### src/rtl/debug_access_port.sv
// Debug responder: halts the core, performs one register-file or data-memory access per host
// request, then returns a response. All outputs are registered except the gated write strobes.
module debug_access_port #(
    parameter int unsigned MEM_BYTES    = 1024,
    parameter int unsigned MEM_RD_LAT   = 1,
    parameter int unsigned HALT_TIMEOUT = 255
) (
    input  logic        clk,
    input  logic        reset,
    input  logic        req_valid,
    output logic        req_ready,
    input  logic        req_write,
    input  logic        req_target,
    input  logic [31:0] req_addr,
    input  logic [31:0] req_wdata,
    output logic        resp_valid,
    input  logic        resp_ready,
    output logic [31:0] resp_rdata,
    output logic        resp_err,
    output logic        halt_req,
    input  logic        halted,
    output logic [4:0]  dbg_reg_addr,
    output logic        dbg_reg_we,
    output logic [31:0] dbg_reg_wdata,
    input  logic [31:0] dbg_reg_rdata,
    output logic [31:0] dbg_mem_addr,
    output logic        dbg_mem_we,
    output logic [31:0] dbg_mem_wdata,
    input  logic [31:0] dbg_mem_rdata
);

    localparam logic [7:0]  TIMEOUT  = 8'(HALT_TIMEOUT);
    localparam logic [7:0]  LAT_LAST = 8'(MEM_RD_LAT - 1);
    localparam logic [31:0] MEM_LAST = 32'(MEM_BYTES - 4);

    typedef enum logic [2:0] {StIdle, StHalt, StAccess, StMemWait, StResp} state_e;

    state_e      state_q;
    logic        write_q;
    logic        target_q;
    logic [31:0] addr_q;
    logic [7:0]  cnt_q;
    logic        reg_we_q;
    logic        mem_we_q;
    logic        acc_err;
    logic        reg_is_x0;

    always_comb begin
        acc_err   = target_q ? ((addr_q[1:0] != 2'b00) || (addr_q > MEM_LAST))
                             : (addr_q[31:5] != 27'd0);
        reg_is_x0 = (addr_q[4:0] == 5'd0);
    end

    // Strobes are masked by reset so an in-flight access never lands in the reset cycle.
    assign dbg_reg_we = reg_we_q & ~reset;
    assign dbg_mem_we = mem_we_q & ~reset;

    always_ff @(posedge clk) begin
        if (reset) begin
            state_q       <= StIdle;
            write_q       <= 1'b0;
            target_q      <= 1'b0;
            addr_q        <= '0;
            cnt_q         <= '0;
            reg_we_q      <= 1'b0;
            mem_we_q      <= 1'b0;
            req_ready     <= 1'b1;
            resp_valid    <= 1'b0;
            resp_rdata    <= '0;
            resp_err      <= 1'b0;
            halt_req      <= 1'b0;
            dbg_reg_addr  <= '0;
            dbg_reg_wdata <= '0;
            dbg_mem_addr  <= '0;
            dbg_mem_wdata <= '0;
        end else begin
            reg_we_q <= 1'b0;
            mem_we_q <= 1'b0;
            unique case (state_q)
                StIdle: begin
                    if (req_valid) begin
                        write_q       <= req_write;
                        target_q      <= req_target;
                        addr_q        <= req_addr;
                        cnt_q         <= '0;
                        req_ready     <= 1'b0;
                        halt_req      <= 1'b1;
                        dbg_reg_addr  <= req_addr[4:0];
                        dbg_reg_wdata <= req_wdata;
                        dbg_mem_addr  <= req_addr;
                        dbg_mem_wdata <= req_wdata;
                        state_q       <= StHalt;
                    end
                end
                StHalt: begin
                    if (halted) begin
                        // Strobe is registered here so it is high exactly during ACCESS.
                        if (!acc_err && write_q) begin
                            if (target_q) mem_we_q <= 1'b1;
                            else if (!reg_is_x0) reg_we_q <= 1'b1;
                        end
                        state_q <= StAccess;
                    end else if (cnt_q == TIMEOUT) begin
                        resp_valid <= 1'b1;
                        resp_err   <= 1'b1;
                        resp_rdata <= '0;
                        state_q    <= StResp;
                    end else begin
                        cnt_q <= cnt_q + 8'd1;
                    end
                end
                StAccess: begin
                    if (acc_err) begin
                        resp_valid <= 1'b1;
                        resp_err   <= 1'b1;
                        resp_rdata <= '0;
                        state_q    <= StResp;
                    end else if (target_q && !write_q) begin
                        cnt_q   <= '0;
                        state_q <= StMemWait;
                    end else begin
                        resp_valid <= 1'b1;
                        resp_err   <= 1'b0;
                        resp_rdata <= (!target_q && !write_q && !reg_is_x0) ? dbg_reg_rdata : '0;
                        state_q    <= StResp;
                    end
                end
                StMemWait: begin
                    if (cnt_q == LAT_LAST) begin
                        resp_valid <= 1'b1;
                        resp_err   <= 1'b0;
                        resp_rdata <= dbg_mem_rdata;
                        state_q    <= StResp;
                    end else begin
                        cnt_q <= cnt_q + 8'd1;
                    end
                end
                StResp: begin
                    if (resp_ready) begin
                        resp_valid <= 1'b0;
                        resp_err   <= 1'b0;
                        resp_rdata <= '0;
                        halt_req   <= 1'b0;
                        req_ready  <= 1'b1;
                        state_q    <= StIdle;
                    end
                end
                default: state_q <= StIdle;
            endcase
        end
    end

endmodule

### config.mk
export PLATFORM = sky130hd
export DESIGN_NAME = debug_access_port
export DESIGN_NICKNAME = d
export VERILOG_FILES = /design/src/rtl/debug_access_port.sv
export SDC_FILE = /design/constraint.sdc
export NUM_CORES = 1
export LEC_CHECK = 0
export ABC_AREA = 1
export BUFFER_PORTS_ARGS = -buffer_cell sky130_fd_sc_hd__buf_4
export CAP_MARGIN = 20
export CORE_MARGIN = 8
export CORE_UTILIZATION = 50
export CTS_CLUSTER_SIZE = 10
export DETAILED_ROUTE_END_ITERATION = 7
export PLACE_DENSITY = 0.94
export SLEW_MARGIN = 30
export SYNTH_ARGS = -nofsm -noshare
export SYNTH_HDL_FRONTEND = slang
export SYNTH_SLANG_ARGS = --single-unit
### constraint.sdc
create_clock -name clk -period 3.15 [get_ports clk]
set_input_delay 0.63 -clock clk [delete_from_list [all_inputs] [get_ports clk]]
set_output_delay 0.63 -clock clk [all_outputs]
set_load 0.03 [all_outputs]
==> qor.yml <==
placed_design:
  routabilityCongestion: 0.8989
  dp_hpwl_mm: 13.59
  port_buffers: 273
detailed_routing:
  avgViaCountPerCell: 5.062
  vias: 6186
  detail-route-antenna-nets: 0
  first_iter_violations: 440
  wirelength_mm: 18.72
  drc: 0
  wl_per_cell_um: 15.32
  drtPass1Iterations: 5
worst_setup_path:
  cpMostUsedCell: "nor2_1"
  critPathTopFamily: "simple AND/OR/NAND/NOR gates"
  critPathCaptureType: "flip-flop"
  crit_required_ns: 3.44
  critical_path.cell_chain: "ha_1, nand2_1, nor2_2, nand2_1, nor2_2, nor2_1, nor2_4, nand3_4, nor2_1, nor2_1"
  cpPeakStageDelay_ns: 0.63
  crit_type: "flip-flop to flip-flop"
  slowest_stage: "nand3_4"
  startpoint_type: "flip-flop"
  worst_ep_arrival_time_ns: 2.64
  path_max_fanout: 67
  critPathBufInv: 0
floorplan:
  die_w_um: 122.3
  coreArea_mm2: 0.01122
  die_h_um: 122.3
  ios: 274
  die_area_mm2: 0.01496
  initial_utilization: 0.5033
  rows: 39
job:
  maxCapViolCount: 0
synthesis:
  synthFlopType: "dfxtp_1"
  synth_edf_count: 0
  synth_top_cell_area_share: 0.4075
  synth.lib_cells_used.distinct: 27
  synth_area_per_cell_um2: 6.670
  synthArstFlopShare: 0
  yosysMostFrequentCell: "nor2_1"
  synth_common_cells: "nor2_1 (208), nand2_1 (191), dfxtp_1 (115), o21ai_0 (68), inv_1 (66)"
  syn_area_mm2: 0.005649
  ys_ff_latch: 115
  synth_area_leaders: "dfxtp_1 (41%), nor2_1 (14%), nand2_1 (13%), o21ai_0 (6.0%), buf_4 (4.9%)"
  syn_inst: 847
  synth_seq_area_share: 0.4075
  syn-num-nets: 984
  synth-warning-count: 0
  synth_top_area_cell: "dfxtp_1"
sta:
  fin_setup_tns_ns: 0
  finalHoldViolCount: 0
  period_minus_slack_ns: 2.348
  maxSlewViolCount: 0
  fin_skew_ns: 0.01001
  setup_viol: 0
  fmax_mhz: 425.8
  fin_crit_sh: 0.7455
  tightest_slew_ns: 0.8781
  relSlewSlack: 0.4146
  rsz0062_at_grt: "no"
power:
  power.leakage_nw: 4.180
  power_mw: 5.634
  power.density_mw_per_mm2: 702.2
  vdd_drop_max_v: 0.0004511
global_routing:
  antenna_found_initial: 0
  grtUsageTotal: 0.2430
  first_global_vias: 6152
  grt_pass1_wl_mm: 29.18
  grt_max_degree: 68
  grt_overflow: 0
clocking:
  cts_made_buffers: 17
  clock_path_buffers: 2
  cts.sinks: 115
  cts_setup_buffers: 0
  root_buffer: "clkbuf_16"
  clk_latency_ns: 0.41
  ctsHoldBuffers: 0
  cts_tree: "yes"
  htreeDepth: 4
  clk_pin_slew_worst_paths_ns: 0.06
  ctsResizeCount: 0
cells_and_area:
  final_layout_size_suffix_gt1_frac: 0.3244
  nets: 1203
  diodes: 0
  area_growth_pct: 42.02
min_path:
  hold_path_class: "primary input to flip-flop"
outcome:
  outcome: "finished clean"
[area by class of cell]
class	count	area [µm²]
Clock buffer	20	456.7
Clock inverter	12	108.9
Fill cell	898	3201
Inverter	69	259.0
Multi-Input combinational cell	581	2600
Sequential cell	115	2302
Tap cell	143	178.9
Timing Repair Buffer	282	2117
[routing by layer]
metal	track usage	part of all wire	vias up
met3	0.07590	0.090	29
met1	0.2715	0.38	2832
li1	-	-	3038
met5	0	0	-
met4	0.09596	0.022	0
met2	0.4233	0.51	287
[final timing paths]
check | from | endpoint | slack (ns) | depth (start not counted)
max reg2reg | cnt_q[0]$_SDFFE_PP0P_ | resp_rdata[2]$_SDFFE_PP0P_ | 0.80 | 10
max | cnt_q[0]$_SDFFE_PP0P_ | resp_rdata[2]$_SDFFE_PP0P_ | 0.80 | 10
min reg2reg | resp_valid$_SDFFE_PP0P_ | resp_valid$_SDFFE_PP0P_ | 0.46 | 2
min | req_addr[20] | addr_q[20]$_SDFFE_PP0P_ | 0.44 | 3
[kinds of logic after synthesis]
group                    synth area share
adder cells (fa/ha/maj)          0.004429
buffers and inverters              0.1340
flip-flops                         0.4075
AO/OA/AOI/OAI                     0.07752
AND/OR/NAND/NOR                    0.3719
XOR/XNOR                         0.004652
[flip-flops by register name, indices dropped and copies added, names as in the netlist]
name	flops
dbg_mem_wdata	32
resp_rdata	32
addr_q	28
cnt_q	8
dbg_reg_addr	4
state_q	3
halt_req	1
mem_we_q	1
reg_we_q	1
req_ready	1
resp_err	1
resp_valid	1
target_q	1
write_q	1
[through the flow]
| stage | utilization | area, µm² | setup WS, ns | hold WS, ns | std cells |
|---|---|---|---|---|---|
| floorplan | - | 5649 | 1.278 | 0.4675 | 847 |
| global placement | 0.6644 | 7457 | 0.9299 | 0.4321 | 1190 |
| detailed placement | 0.6644 | 7457 | 0.8133 | 0.4503 | 1190 |
| CTS | 0.7148 | 8023 | 0.7906 | 0.4293 | 1222 |
| global route | 0.7148 | 8023 | 0.5137 | 0.4402 | 1222 |
| finish | 0.7148 | 8023 | 0.8017 | 0.4397 | 1222 |
[cell usage in the layout (no fill, tap or decap), types with 3 or more instances in the layout]
| cell | n |
|---|---|
| clkbuf_16 | 17 |
| nand4_1 | 34 |
| nand3_1 | 21 |
| o21ai_0 | 68 |
| clkinvlp_4 | 5 |
| xor2_1 | 3 |
| nor2_1 | 206 |
| nor2_4 | 11 |
| clkinv_4 | 3 |
| inv_1 | 65 |
| buf_4 | 282 |
| nor2_2 | 18 |
| clkinv_2 | 3 |
| inv_2 | 4 |
| nand2_1 | 191 |
| dfxtp_1 | 115 |
| a21oi_1 | 18 |
[where the power goes]
group | internal [mW] | switching [mW]
Sequential | 1.68 | 0.165
Clock | 1.12 | 0.682
Combinational | 0.698 | 1.29
Total | 3.50 | 2.13
[worst reg2reg max path: cells and delay by family (launching register included)]
family	cells	cell delay, ns
AND/OR/NAND/NOR	9	1.66
adder cells (fa/ha/maj)	1	0.19
flip-flops	1	0.38
Power figures use the tool's default switching activity.
